$ cat config.mk
export PLATFORM = sky130hd
export DESIGN_NAME = nmi_router
export DESIGN_NICKNAME = d
export VERILOG_FILES = /design/src/rtl/nmi_router_pkg.sv /design/src/rtl/nmi_addr_dec.sv /design/src/rtl/nmi_router.sv
export SDC_FILE = /design/constraint.sdc
export NUM_CORES = 1
export LEC_CHECK = 0
export CORE_AREA = 3 3 145 147
export CTS_BUF_LIST = sky130_fd_sc_hd__clkbuf_16
export DETAILED_ROUTE_END_ITERATION = 8
export DIE_AREA = 0 0 148 150
export HOLD_SLACK_MARGIN = 0.05
export PLACE_DENSITY = 0.7
export REMOVE_ABC_BUFFERS = 1
export SLEW_MARGIN = 0
export SYNTH_ARGS = -nofsm -noshare
export SYNTH_HDL_FRONTEND = slang
export SYNTH_SLANG_ARGS = --single-unit
$ cat constraint.sdc
create_clock -name clk_i -period 6.25 [get_ports clk_i]
set_clock_uncertainty 0.15 [all_clocks]
set_input_delay 1.25 -clock clk_i [delete_from_list [all_inputs] [get_ports clk_i]]
set_output_delay 1.25 -clock clk_i [all_outputs]
set_load 0.02 [all_outputs]
$ cat src/rtl/nmi_router_pkg.sv
// Shared types, constants and width helpers for the NMI address router.
package nmi_router_pkg;

  localparam int unsigned ADDR_W = 32;
  localparam int unsigned DATA_W = 32;
  localparam int unsigned STRB_W = 4;

  localparam logic [DATA_W-1:0] ERR_RDATA_DEF = 32'hDEAD_BEEF;

  typedef enum logic [1:0] {
    IDLE = 2'd0,
    BUSY = 2'd1,
    RESP = 2'd2
  } state_e;

  // Request payload captured in IDLE and broadcast to every slave.
  typedef struct packed {
    logic [ADDR_W-1:0] addr;
    logic [DATA_W-1:0] wdata;
    logic [STRB_W-1:0] wstrb;
  } nmi_req_t;

  function automatic int unsigned slv_idx_w(input int unsigned n);
    return (n <= 1) ? 1 : $clog2(n);
  endfunction

  function automatic int unsigned tmo_cnt_w(input int unsigned t);
    return (t == 0) ? 1 : $clog2(t + 1);
  endfunction

endpackage

$ cat src/rtl/nmi_addr_dec.sv
// Combinational base/mask address decoder; the lowest matching slave index wins.
module nmi_addr_dec
  import nmi_router_pkg::*;
#(
  parameter int unsigned NUM_SLV = 5,
  localparam int unsigned SEL_W = slv_idx_w(NUM_SLV)
) (
  input  logic [ADDR_W-1:0]         addr_i,
  input  logic [NUM_SLV*ADDR_W-1:0] base_i,
  input  logic [NUM_SLV*ADDR_W-1:0] mask_i,
  output logic                      hit_o,
  output logic [SEL_W-1:0]          sel_idx_o
);

  // Walk from the top so that lower indices overwrite higher ones.
  always_comb begin
    hit_o     = 1'b0;
    sel_idx_o = '0;
    for (int i = int'(NUM_SLV) - 1; i >= 0; i--) begin
      if ((addr_i & mask_i[ADDR_W*i +: ADDR_W]) ==
          (base_i[ADDR_W*i +: ADDR_W] & mask_i[ADDR_W*i +: ADDR_W])) begin
        hit_o     = 1'b1;
        sel_idx_o = SEL_W'(i);
      end
    end
  end

endmodule

$ cat src/rtl/nmi_router.sv
// Routes one NMI master to NUM_SLV NMI slaves, answering unmapped or hung
// accesses with ERR_RDATA and recording them in sticky error flags.
module nmi_router
  import nmi_router_pkg::*;
#(
  parameter int unsigned                  NUM_SLV    = 5,
  parameter logic [NUM_SLV*ADDR_W-1:0]    SLV_BASE   = {NUM_SLV{32'h0}},
  parameter logic [NUM_SLV*ADDR_W-1:0]    SLV_MASK   = {NUM_SLV{32'hFFFF_FFFF}},
  parameter int unsigned                  TMO_CYCLES = 1024,
  parameter logic [DATA_W-1:0]            ERR_RDATA  = ERR_RDATA_DEF
) (
  input  logic                          clk_i,
  input  logic                          rst_i,
  input  logic                          mst_valid_i,
  input  logic [ADDR_W-1:0]             mst_addr_i,
  input  logic [DATA_W-1:0]             mst_wdata_i,
  input  logic [STRB_W-1:0]             mst_wstrb_i,
  output logic [DATA_W-1:0]             mst_rdata_o,
  output logic                          mst_ready_o,
  output logic [NUM_SLV-1:0]            slv_valid_o,
  output logic [ADDR_W-1:0]             slv_addr_o,
  output logic [DATA_W-1:0]             slv_wdata_o,
  output logic [STRB_W-1:0]             slv_wstrb_o,
  input  logic [NUM_SLV*DATA_W-1:0]     slv_rdata_i,
  input  logic [NUM_SLV-1:0]            slv_ready_i,
  input  logic                          err_clr_i,
  output logic                          err_dec_o,
  output logic                          err_tmo_o,
  output logic [ADDR_W-1:0]             err_addr_o
);

  localparam int unsigned      SEL_W    = slv_idx_w(NUM_SLV);
  localparam int unsigned      CNT_W    = tmo_cnt_w(TMO_CYCLES);
  localparam logic [CNT_W-1:0] TMO_LAST = CNT_W'(TMO_CYCLES - 1);
  localparam bit               TMO_EN   = (TMO_CYCLES != 0);

  state_e               state_q, state_d;
  nmi_req_t             req_q, req_d;
  logic [SEL_W-1:0]     sel_q, sel_d;
  logic [CNT_W-1:0]     cnt_q, cnt_d;
  logic [NUM_SLV-1:0]   slv_valid_q, slv_valid_d;
  logic                 mst_ready_q, mst_ready_d;
  logic [DATA_W-1:0]    mst_rdata_q, mst_rdata_d;
  logic                 err_dec_q, err_dec_d;
  logic                 err_tmo_q, err_tmo_d;
  logic [ADDR_W-1:0]    err_addr_q, err_addr_d;

  logic                 dec_hit;
  logic [SEL_W-1:0]     dec_sel;
  logic [DATA_W-1:0]    sel_rdata;
  logic                 sel_ready;

  nmi_addr_dec #(
    .NUM_SLV (NUM_SLV)
  ) u_dec (
    .addr_i    (mst_addr_i),
    .base_i    (SLV_BASE),
    .mask_i    (SLV_MASK),
    .hit_o     (dec_hit),
    .sel_idx_o (dec_sel)
  );

  // Response mux for the slave latched in IDLE; other slaves' ready is ignored.
  always_comb begin
    sel_rdata = '0;
    sel_ready = 1'b0;
    for (int i = 0; i < int'(NUM_SLV); i++) begin
      if (sel_q == SEL_W'(i)) begin
        sel_rdata = slv_rdata_i[DATA_W*i +: DATA_W];
        sel_ready = slv_ready_i[i];
      end
    end
  end

  always_ff @(posedge clk_i) begin
    if (rst_i) begin
      state_q <= IDLE;
    end else begin
      state_q <= state_d;
    end
  end

  // Sticky flags clear on err_clr_i, but a same-cycle new error still sets them.
  always_comb begin
    state_d     = state_q;
    req_d       = req_q;
    sel_d       = sel_q;
    cnt_d       = cnt_q;
    slv_valid_d = '0;
    mst_ready_d = 1'b0;
    mst_rdata_d = mst_rdata_q;
    err_dec_d   = err_dec_q & ~err_clr_i;
    err_tmo_d   = err_tmo_q & ~err_clr_i;
    err_addr_d  = err_addr_q;

    unique case (state_q)
      IDLE: begin
        if (mst_valid_i) begin
          req_d.addr  = mst_addr_i;
          req_d.wdata = mst_wdata_i;
          req_d.wstrb = mst_wstrb_i;
          sel_d       = dec_sel;
          cnt_d       = '0;
          if (dec_hit) begin
            state_d     = BUSY;
            slv_valid_d = NUM_SLV'(1) << dec_sel;
          end else begin
            state_d     = RESP;
            mst_ready_d = 1'b1;
            mst_rdata_d = ERR_RDATA;
            err_dec_d   = 1'b1;
            err_addr_d  = mst_addr_i;
          end
        end
      end
      BUSY: begin
        cnt_d = cnt_q + CNT_W'(1);
        if (sel_ready) begin
          state_d     = RESP;
          mst_ready_d = 1'b1;
          mst_rdata_d = sel_rdata;
        end else if (TMO_EN && (cnt_q == TMO_LAST)) begin
          state_d     = RESP;
          mst_ready_d = 1'b1;
          mst_rdata_d = ERR_RDATA;
          err_tmo_d   = 1'b1;
          err_addr_d  = req_q.addr;
        end else begin
          slv_valid_d = slv_valid_q;
        end
      end
      RESP: begin
        state_d = IDLE;
      end
      default: begin
        state_d = IDLE;
      end
    endcase
  end

  always_ff @(posedge clk_i) begin
    if (rst_i) begin
      req_q       <= '0;
      sel_q       <= '0;
      cnt_q       <= '0;
      slv_valid_q <= '0;
      mst_ready_q <= 1'b0;
      mst_rdata_q <= '0;
      err_dec_q   <= 1'b0;
      err_tmo_q   <= 1'b0;
      err_addr_q  <= '0;
    end else begin
      req_q       <= req_d;
      sel_q       <= sel_d;
      cnt_q       <= cnt_d;
      slv_valid_q <= slv_valid_d;
      mst_ready_q <= mst_ready_d;
      mst_rdata_q <= mst_rdata_d;
      err_dec_q   <= err_dec_d;
      err_tmo_q   <= err_tmo_d;
      err_addr_q  <= err_addr_d;
    end
  end

  assign mst_rdata_o = mst_rdata_q;
  assign mst_ready_o = mst_ready_q;
  assign slv_valid_o = slv_valid_q;
  assign slv_addr_o  = req_q.addr;
  assign slv_wdata_o = req_q.wdata;
  assign slv_wstrb_o = req_q.wstrb;
  assign err_dec_o   = err_dec_q;
  assign err_tmo_o   = err_tmo_q;
  assign err_addr_o  = err_addr_q;

endmodule

Yosys cells after proc, flatten, opt, wreduce, memory -nomap -nowiden

Cells that the tools add are included.

Memory bits (writable): 0
Memories kept: 0
Bits in latches: 0
Output and inout port bits: 140
Memory bits (read-only): 0
Register bits after elaboration: 153

Equality and inequality tests: 7
Multipliers: 0
Divide/modulo/power cells: 0
Order comparisons: 0
Bitwise logic cells: 3
Shifts and indexed selects: 0
Add/sub/neg operators: 1
Mux-type cells: 34
Reduce and logical (&&, ||, !) cells: 8

Operator list:

| cell                                                              | number |
|---|---|
| 32-bit 2-to-1 mux                                                 | 8 |
| 32-bit case mux with 2 select lines                               | 2 |
| 32-bit zero test                                                  | 1 |
| 11-bit case mux with 2 select lines                               | 1 |
| 1-bit 2-to-1 mux                                                  | 13 |
| 11-bit by 1-bit adder with 11-bit output, second input constant   | 1 |
| 11-bit by 10-bit == test with 1-bit output, second input constant | 1 |
| 11-bit 2-to-1 mux                                                 | 1 |
| 5-bit 2-to-1 mux                                                  | 2 |
| 5-bit case mux with 2 select lines                                | 1 |
| 2-bit 2-to-1 mux                                                  | 4 |
| 2-bit inequality test, second input constant                      | 4 |
| 2-bit AND reduction                                               | 3 |
| 5-bit AND reduction                                               | 1 |
| 2-bit case mux with 2 select lines                                | 1 |
| 4-bit AND reduction                                               | 1 |
| 3-bit inequality test, second input constant                      | 1 |
| 1-bit bitwise AND                                                 | 2 |
| 2-bit by 1-bit == test with 1-bit output, second input constant   | 1 |
| 2-bit zero test                                                   | 1 |
| 1-bit case mux with 2 select lines                                | 1 |
| 2-bit nonzero test                                                | 1 |
| 1-bit NOT                                                         | 1 |

Depth between registers and ports, before layout

Gate-level depths: netlist (run 1).

Word-level depth: 5
Gate-level depth with buffers: 8
Mapped depth without buffers: 6

By module

A second synthesis (run 1) with hierarchy kept.

Cells, all modules: 1242
Area, all modules: 9878.2 um2

Modules (own cells, without submodules):

| module       | sequential area each (um2) | area each (um2) | times used | cells each |
|---|---|---|---|---|
| nmi_router   | 3123.0                     | 7438.4          | 1          | 937 |
| nmi_addr_dec | 0.0                        | 2439.8          | 1          | 305 |

Worst setup path before layout (run 1)

No wires, ideal clock.

Kind: input to register
Start: input port mst_addr_i[16]
End: register err_addr_q[10] (netlist: err_addr_o[10])
Stages on the path: 6
Arrival: 2.531 ns
Setup time: 0.087 ns
Path slack: 3.482 ns
Path buffers: 1
Path through: nor4_1 nand4_1 o21ai_2 nand2b_4 buf_4 a221oi_2

Cells in the longest elaborated chain, start to end: 4

RTL lines:

| what                                   | line               | source |
|---|---|---|
| start: declaration                     | nmi_router.sv:15   | `input logic [ADDR_W-1:0] mst_addr_i,` |
| 32-bit zero test                       | nmi_addr_dec.sv:20 | `if ((addr_i & mask_i[ADDR_W*i +: ADDR_W]) ==` |
| 1-bit 2-to-1 mux                       | nmi_addr_dec.sv:20 |  |
| 2-bit inequality test (no source line) | -                  |  |
| 5-bit AND reduction (no source line)   | -                  |  |
| end signal: assignment                 | nmi_router.sv:161  | `err_addr_q <= err_addr_d;` |
| end: declaration                       | nmi_router.sv:46   | `logic [ADDR_W-1:0] err_addr_q, err_addr_d;` |

Every way passes these cells.
A chain may end at the register's enable or synchronous reset.

Worst setup path in the final report (run 1)

Start: input port mst_addr_i[17]
End: register mst_rdata_q[3] (netlist: mst_rdata_o[3])

Cells in the longest elaborated chain, start to end: 4

RTL lines:

| what                                   | line               | source |
|---|---|---|
| 32-bit zero test                       | nmi_addr_dec.sv:20 |  |
| 1-bit 2-to-1 mux                       | nmi_addr_dec.sv:20 |  |
| 2-bit inequality test (no source line) | -                  |  |
| 4-bit AND reduction (no source line)   | -                  |  |
| end signal: assignment                 | nmi_router.sv:158  | `mst_rdata_q <= mst_rdata_d;` |
| end: declaration                       | nmi_router.sv:43   | `logic [DATA_W-1:0] mst_rdata_q, mst_rdata_d;` |

Every way passes these cells.

==> results of run 1 <==
==> routing by layer <==
| layer | track usage | part of all wire | up-vias |
|---|---|---|---|
| met5 | 0 | 0 | - |
| met3 | 0.0648 | 0.076 | 17 |
| met1 | 0.197 | 0.43 | 2581 |
| met4 | 0.0379 | 0.013 | 0 |
| li1 | - | - | 2668 |
| met2 | 0.264 | 0.48 | 177 |
==> worst max-delay path, stage by stage <==
cell and delay (ps):
clkdlybuf4s50_1 460, nor4_1 550, nand4_1 430, o21ai_1 420, o2bb2ai_2 360, o221a_1 340
==> cell type report <==
type	instances	share of cell area
Clock buffer	17	0.0470
Clock inverter	15	0.0153
Inverter	4	0.00166
Multi-Input combinational cell	427	0.297
Sequential cell	149	0.330
Tap cell	270	0.0373
Timing Repair Buffer	248	0.272
==> state kept, by name (all words and copies together), names as in the netlist <==
signal and cells:
err_addr_o 32, err_tmo_o 1, mst_ready_o 1, state_q 2
slv_wstrb_o 4, slv_valid_o 1, cnt_q 11, slv_addr_o 32
slv_wdata_o 32, err_dec_o 1, mst_rdata_o 32
==> power groups by stage <==
stage	Clock [mW]	Sequential, mW	Combinational [mW]
6_report	0.991	1.04	0.408
5_1_grt	1.06	1.04	0.436
4_1_cts	1.02	1.04	0.412
3_5_place_dp	0	1.06	0.411
3_3_place_gp	0	1.06	0.407
2_1_floorplan	0	1.12	0.109
==> cells by family after synthesis <==
logic type / share of synthesized area
adders and majority gates: 0.00211
buffers and inverters: 0.0455
other: 0.000634
and+or+nand+nor: 0.162
muxes: 0.0634
AOI/OAI and AO/OA: 0.222
DFF: 0.504
==> cell usage in the layout, fill, tap and decap left out, drive strengths merged, types with 3 or more instances in the layout <==
| cell type | instances |
|---|---|
| a21oi | 75 |
| a221oi | 32 |
| a22o | 9 |
| a22oi | 5 |
| buf | 9 |
| clkbuf | 17 |
| clkdlybuf4s50 | 239 |
| clkinv | 9 |
| conb | 4 |
| dfxtp | 149 |
| inv | 7 |
| mux2 | 4 |
| mux2i | 33 |
| nand2 | 145 |
| nand2b | 3 |
| nand3 | 4 |
| nand4 | 4 |
| nor2 | 51 |
| nor4 | 8 |
| o21ai | 5 |
| o221a | 24 |
==> path summary, 6_finish.rpt <==
kind,from,end,slack (ps),depth (start not counted)
hold reg to reg,slv_wstrb_o[2]$_SDFFE_PP0P_,slv_wstrb_o[2]$_SDFFE_PP0P_,300,2
setup reg to reg,state_q[0]$_SDFFE_PP0P_,err_addr_o[23]$_SDFFE_PP0P_,3120,7
hold / removal,slv_wstrb_o[2]$_SDFFE_PP0P_,slv_wstrb_o[2]$_SDFFE_PP0P_,300,2
setup / recovery,mst_addr_i[17],mst_rdata_o[3]$_SDFFE_PP0P_,2560,6
==> through the flow <==
stage	cells	utilization	hold slack, ps
after floorplan	580	-	326
after global placement	1098	0.424	292
after detailed placement	1098	0.424	296
after CTS	1130	0.452	306
after global routing	1130	0.452	314
final	1130	0.452	303
==> PnR_summary.wiki, run 1 <==
{| class="wikitable"
! Metric !! Value
|-
| Post_cts resized || 0
|-
| IO Pins || 377
|-
| Area share of the leading cell type in the synthesized netlist || 0.504
|-
| Antenna violations before repair || 0
|-
| Synth unique cells || 43
|-
| Power per standard cell area || 269 nW/um2
|-
| Share of total power in combinational logic || 0.167
|-
| Hold Fails Final Rpt || 0
|-
| Data arrival time of the critical path || 3840 ps
|-
| Final setup violation count || 0
|-
| Worst hold path type || flop to flop
|-
| RD Place Congestion || 0.781
|-
| Number of buffers added for setup after CTS || 0
|-
| Die H || 150 um
|-
| Core outline area || 20,000 um2
|-
| Share of synthesized registers carrying an async set or reset || 0
|-
| Portion of total power attributed to sequential cells || 0.426
|-
| Multi-input combinational cell area || 2690 um2
|-
| Width of the chip || 148 um
|-
| Fill count || 1,975
|-
| Most used flip-flop cell after synthesis || dfxtp_1
|-
| Clock tree from TritonCTS || yes
|-
| Area of all placed cells without fillers || 9050 um2
|-
| Die outline area || 22,200 um2
|-
| Largest cells by area after synthesis || dfxtp_1 (50%), nand2_1 (9.2%), a221oi_2 (7.6%)
|-
| Gate count after technology mapping || 631
|-
| Setup Crit Path Kind || input pin to flop
|-
| Number of buffers created by CTS || 17
|-
| Slack of the critical path || 2560 ps
|-
| Highest clock rate || 0.271 GHz
|-
| Minimum setup slack after placement || 2130 ps
|-
| Vias post-DR || 5,443
|-
| Register Area || 2980 um2
|-
| Port buffer count || 240
|-
| Leakage component of the power || 3.18 nW
|-
| Global-route wire length before repair || 28.5 mm
|-
| Largest area contributor in the netlist || dfxtp_1
|-
| Standard cell area after detailed placement || 8490 um2
|-
| Final Max Tran Viols || 0
|-
| Net count of the finished layout || 1,085
|-
| Clock latency at the later pin of the worst-skew pair || 410 ps
|-
| Critical Path RT || 6390 ps
|-
| Detailed-route wire length per cell || 16.3 um
|-
| Total half-perimeter wirelength after legalization and detailed placement || 12.2 mm
|-
| Power Internal || 1.79 mW
|-
| Setup repair after global routing missed its margin || false
|-
| DRC viols || 0
|-
| Status || completed
|-
| Starting Density || 0.295
|-
| Top cells by instance count after synthesis || dfxtp_1 (149), nand2_1 (145), a21oi_1 (75)
|-
| Register area share after synthesis || 0.504
|-
| Actual slew at the worst max-slew pin || 1020 ps
|-
| Clk sinks || 149
|-
| Count of antenna diodes in the layout || 0
|-
| Largest vdd supply drop || 0.168 mV
|-
| Number of nets with antenna violations after routing || 0
|-
| Most frequent cell after synthesis || dfxtp_1
|-
| Max_slew headroom || 0.318
|-
| CTS root buf || clkbuf_16
|-
| Endpoint type of the worst setup path || flop
|-
| Post-layout power || 2.44 mW
|-
| Global router's overall resource usage || 0.160
|-
| Number of H-tree branching levels || 4
|-
| # Max-Cap Violations || 0
|-
| Worst-path maximum fanout || 24
|-
| Number of iterations in the first detailed-routing pass || 5
|-
| Total wire length || 18.5 mm
|-
| Fraction of power consumed by the clock network || 0.407
|-
| Switching power as a share of total power || 0.266
|-
| Launching element type of the critical path || input pin
|-
| Mean instance size in the synthesized netlist || 9.38 um2
|-
| Fraction of layout cells with a size suffix above 1 || 0.0895
|-
| Via count of the first global-routing pass || 5,160
|-
| Detail-routed via count per cell || 4.82
|-
| Total global routing overflow || 0
|-
| Max clock buf depth || 2
|-
| Number of hold buffers added after CTS || 0
|-
| Largest net degree at the start of global routing || 69
|-
| Yosys warns || 0
|-
| Post-synth EDFFs || 0
|-
| Number of core rows || 52
|-
| Power dissipated by switching net loads || 0.648 mW
|-
| P&R area growth vs syn || 53.0%
|-
| Setup TNS || 0 ps
|-
| Minimum clock period || 3690 ps
|-
| Syn Std Cell Area || 5920 um2
|-
| Number of DRC markers in iteration 0 || 219
|-
| Share of the clock period used by the worst path after layout || 0.591
|-
| Number of synthesized register bits || 149
|-
| Clock-pin slew of the registers on the worst-case setup and hold paths || 60 ps
|}
(Power assumes the default switching activity.)
==> run 2, diff against run 1 <==
--- a/config.mk
+++ b/config.mk
@@ -5,12 +5,12 @@
 export SDC_FILE = /design/constraint.sdc
 export NUM_CORES = 1
 export LEC_CHECK = 0
-export CORE_AREA = 3 3 145 147
+export CORE_AREA = 3 3 147 149
 export CTS_BUF_LIST = sky130_fd_sc_hd__clkbuf_16
 export DETAILED_ROUTE_END_ITERATION = 8
-export DIE_AREA = 0 0 148 150
+export DIE_AREA = 0 0 150 152
 export HOLD_SLACK_MARGIN = 0.05
-export PLACE_DENSITY = 0.7
+export PLACE_DENSITY = 0.69
 export REMOVE_ABC_BUFFERS = 1
 export SLEW_MARGIN = 0
 export SYNTH_ARGS = -nofsm -noshare
==> constraint.sdc (replaced) <==
create_clock -name clk_i -period 3.7 [get_ports clk_i]
set_clock_uncertainty 0.15 [all_clocks]
set_input_delay 0.74 -clock clk_i [delete_from_list [all_inputs] [get_ports clk_i]]
set_output_delay 0.74 -clock clk_i [all_outputs]
set_load 0.02 [all_outputs]
==> run 2 against run 1 <==
  * Total power increased by 68%
  * Die area grew 2.7%
  * Worst setup slack lost 1700 ps
  * First-iteration DRC count grew 17%
  * Routed wire length grew 2.2%
  * Sequential share of layout area shrank 0.36 points
  * Largest cell class unchanged
  * Non-clock buffer count increased by 7
  * Largest power group unchanged
  * Via count grew 0.33%
  * Global-route usage about the same
  * Register-to-register slack got worse by 1900 ps
  * Highest routed layer is now met5
==> PnR_summary.wiki, run 2 (synthesis gave the netlist of run 1 again) <==
{| class="wikitable"
! Metric !! Value
|-
| Setup Crit Path Kind || input pin to flop
|-
| Post_cts resized || 0 (unchanged)
|-
| Setup repair after global routing missed its margin || false
|-
| Die H || 152 um (+1.3%)
|-
| Metal-1 WL || 8.16 mm (+2.2%)
|-
| Final setup violation count || 0 (unchanged)
|-
| DRC viols || 0 (unchanged)
|-
| Final instance count without filler cells || 1,136 (+0.53%)
|-
| Total global routing overflow || 0 (unchanged)
|-
| Detailed route wirelength on metal2 || 8.86 mm (+0.35%)
|-
| Number of H-tree branching levels || 4 (unchanged)
|-
| Switching power as a share of total power || 0.263 (-0.00300)
|-
| RD Place Congestion || 0.750 (-4.0%)
|-
| Portion of total power attributed to sequential cells || 0.428 (+0.002)
|-
| Clock latency at the later pin of the worst-skew pair || 410 ps (about the same)
|-
| Largest net degree at the start of global routing || 60 (-13%)
|-
| Worst hold path type || flop to flop
|-
| Power Internal || 3.02 mW (+69%)
|-
| Actual slew at the worst max-slew pin || 676 ps (-341 ps)
|-
| Number of nets with antenna violations after routing || 0 (unchanged)
|-
| Power dissipated by switching net loads || 1.08 mW (+66%)
|-
| Clock tree from TritonCTS || yes
|-
| Post-layout power || 4.10 mW (+68%)
|-
| Share of total power in combinational logic || 0.172 (+0.005)
|-
| Count of antenna diodes in the layout || 0 (unchanged)
|-
| Starting Density || 0.291 (-0.00379)
|-
| Number of buffers added for setup after CTS || 0 (unchanged)
|-
| Length of routed met3 wiring || 1.62 mm (+15%)
|-
| Total wire length || 18.9 mm (+2.2%)
|-
| Top routing layer in use || met5
|-
| Final Max Tran Viols || 0 (unchanged)
|-
| Vias post-DR || 5,461 (+0.33%)
|-
| Leakage component of the power || 3.23 nW (+1.7%)
|-
| Standard cell area after detailed placement || 8600 um2 (+1.4%)
|-
| Core outline area || 20,300 um2 (+1.3%)
|-
| Power per standard cell area || 448 nW/um2 (+66%)
|-
| Max clock buf depth || 2 (unchanged)
|-
| Most common library cell in the layout ignoring fill and taps || clkdlybuf4s50_1
|-
| Via count of the first global-routing pass || 5,181 (+0.41%)
|-
| Clock-pin slew of the registers on the worst-case setup and hold paths || 60 ps (about the same)
|-
| Setup TNS || 0 ps (unchanged)
|-
| Area of all placed cells without fillers || 9150 um2 (+1.1%)
|-
| Net count of the finished layout || 1,092 (+0.65%)
|-
| Number of iterations in the first detailed-routing pass || 4 (-1)
|-
| Number of buffers created by CTS || 17 (unchanged)
|-
| Fraction of power consumed by the clock network || 0.400 (-0.007)
|-
| Share of the clock period used by the worst path after layout || 0.757
|-
| CTS root buf || clkbuf_16
|-
| Global router's overall resource usage || 0.160 (-0.000180)
|-
| Number of DRC markers in iteration 0 || 256 (+17%)
|-
| Dpl cells || 1,105 (+0.64%)
|-
| Fraction of layout cells with a size suffix above 1 || 0.0982 (+0.00862)
|-
| Endpoint type of the worst setup path || flop
|-
| Data arrival time of the critical path || 3000 ps (-840 ps)
|-
| IO Pins || 377 (unchanged)
|-
| Detailed-route wire length per cell || 16.6 um (+1.7%)
|-
| Width of the chip || 150 um (+1.4%)
|-
| Global-route wire length before repair || 29.2 mm (+2.5%)
|-
| Max_slew headroom || 0.548 (+0.230)
|-
| Hold Fails Final Rpt || 0 (unchanged)
|-
| Slack of the critical path || 897 ps (-1660 ps)
|-
| Post-Route Hold Slack || 301 ps (-2.34 ps)
|-
| Largest vdd supply drop || 0.300 mV (+78%)
|-
| # Max-Cap Violations || 0 (unchanged)
|-
| Total half-perimeter wirelength after legalization and detailed placement || 12.8 mm (+4.7%)
|-
| Number of hold buffers added after CTS || 0 (unchanged)
|-
| Minimum clock period || 2800 ps
|-
| Most used cells in the layout excluding fill and tap cells || clkdlybuf4s50_1 (239), dfxtp_1 (148), nand2_1 (145), a21oi_1 (75), nor2_1 (51)
|-
| Die outline area || 22,800 um2 (+2.7%)
|-
| Finished Core Util || 0.451 (-0.000859)
|-
| P&R area growth vs syn || 54.7%
|-
| Critical Path RT || 3900 ps (-2490 ps)
|-
| Port buffer count || 240 (unchanged)
|-
| Number of core rows || 52 (unchanged)
|-
| Worst-path maximum fanout || 8 (-67%)
|-
| Antenna violations before repair || 1 (+1)
|-
| Minimum setup slack after placement || 434 ps (-1700 ps)
|-
| Launching element type of the critical path || input pin
|-
| Clk sinks || 149 (unchanged)
|-
| Detail-routed via count per cell || 4.81 (-0.20%)
|-
| Highest clock rate || 0.357 GHz
|-
| Status || completed
|}
[run 2: changes by cell type in the layout (fill, tap and decap cells not counted), sizes merged]
cell,before,now
clkinv,9,8
buf,9,16
clkinvlp,1,2
inv,7,6
[run 2: path summary, 6_finish.rpt]
kind / from / end / slack (ps) / cells past startpoint
hold reg to reg: slv_wdata_o[19]$_SDFFE_PP0P_ / slv_wdata_o[19]$_SDFFE_PP0P_ / 300 / 2
hold / removal: slv_wdata_o[19]$_SDFFE_PP0P_ / slv_wdata_o[19]$_SDFFE_PP0P_ / 300 / 2
setup / recovery: mst_addr_i[31] / mst_rdata_o[4]$_SDFFE_PP0P_ / 900 / 6
setup reg to reg: state_q[0]$_SDFFE_PP0P_ / mst_rdata_o[4]$_SDFFE_PP0P_ / 1200 / 6
[run 2: power by group through the flow]
stage / Sequential [mW] / Combinational, mW / Clock, mW
2_1_floorplan: 1.90 / 0.184 / 0
3_3_place_gp: 1.79 / 0.710 / 0
3_5_place_dp: 1.79 / 0.712 / 0
4_1_cts: 1.76 / 0.714 / 1.70
5_1_grt: 1.77 / 0.758 / 1.77
6_report: 1.75 / 0.707 / 1.64
[run 2: final cells by class]
type	count	area (um2)
clock buffer	17	425
clock inverter	14	123
fill	1961	11100
multi-input combinational	427	2690
inverter	4	15.0
tap	270	338
timing repair buffer	255	2570
sequential	149	2980
[run 2: worst max-delay path: stages]
cell and delay (ps):
clkdlybuf4s50_1 460, nor4_1 480, nand4_1 300, o21ai_1 380, a22o_1 440, a22o_1 190
[run 2: metal layers]
layer  up-vias  track usage
li1       2682            -
met1      2577        0.191
met2       182        0.266
met3        18       0.0697
met4         2       0.0375
met5         -            0
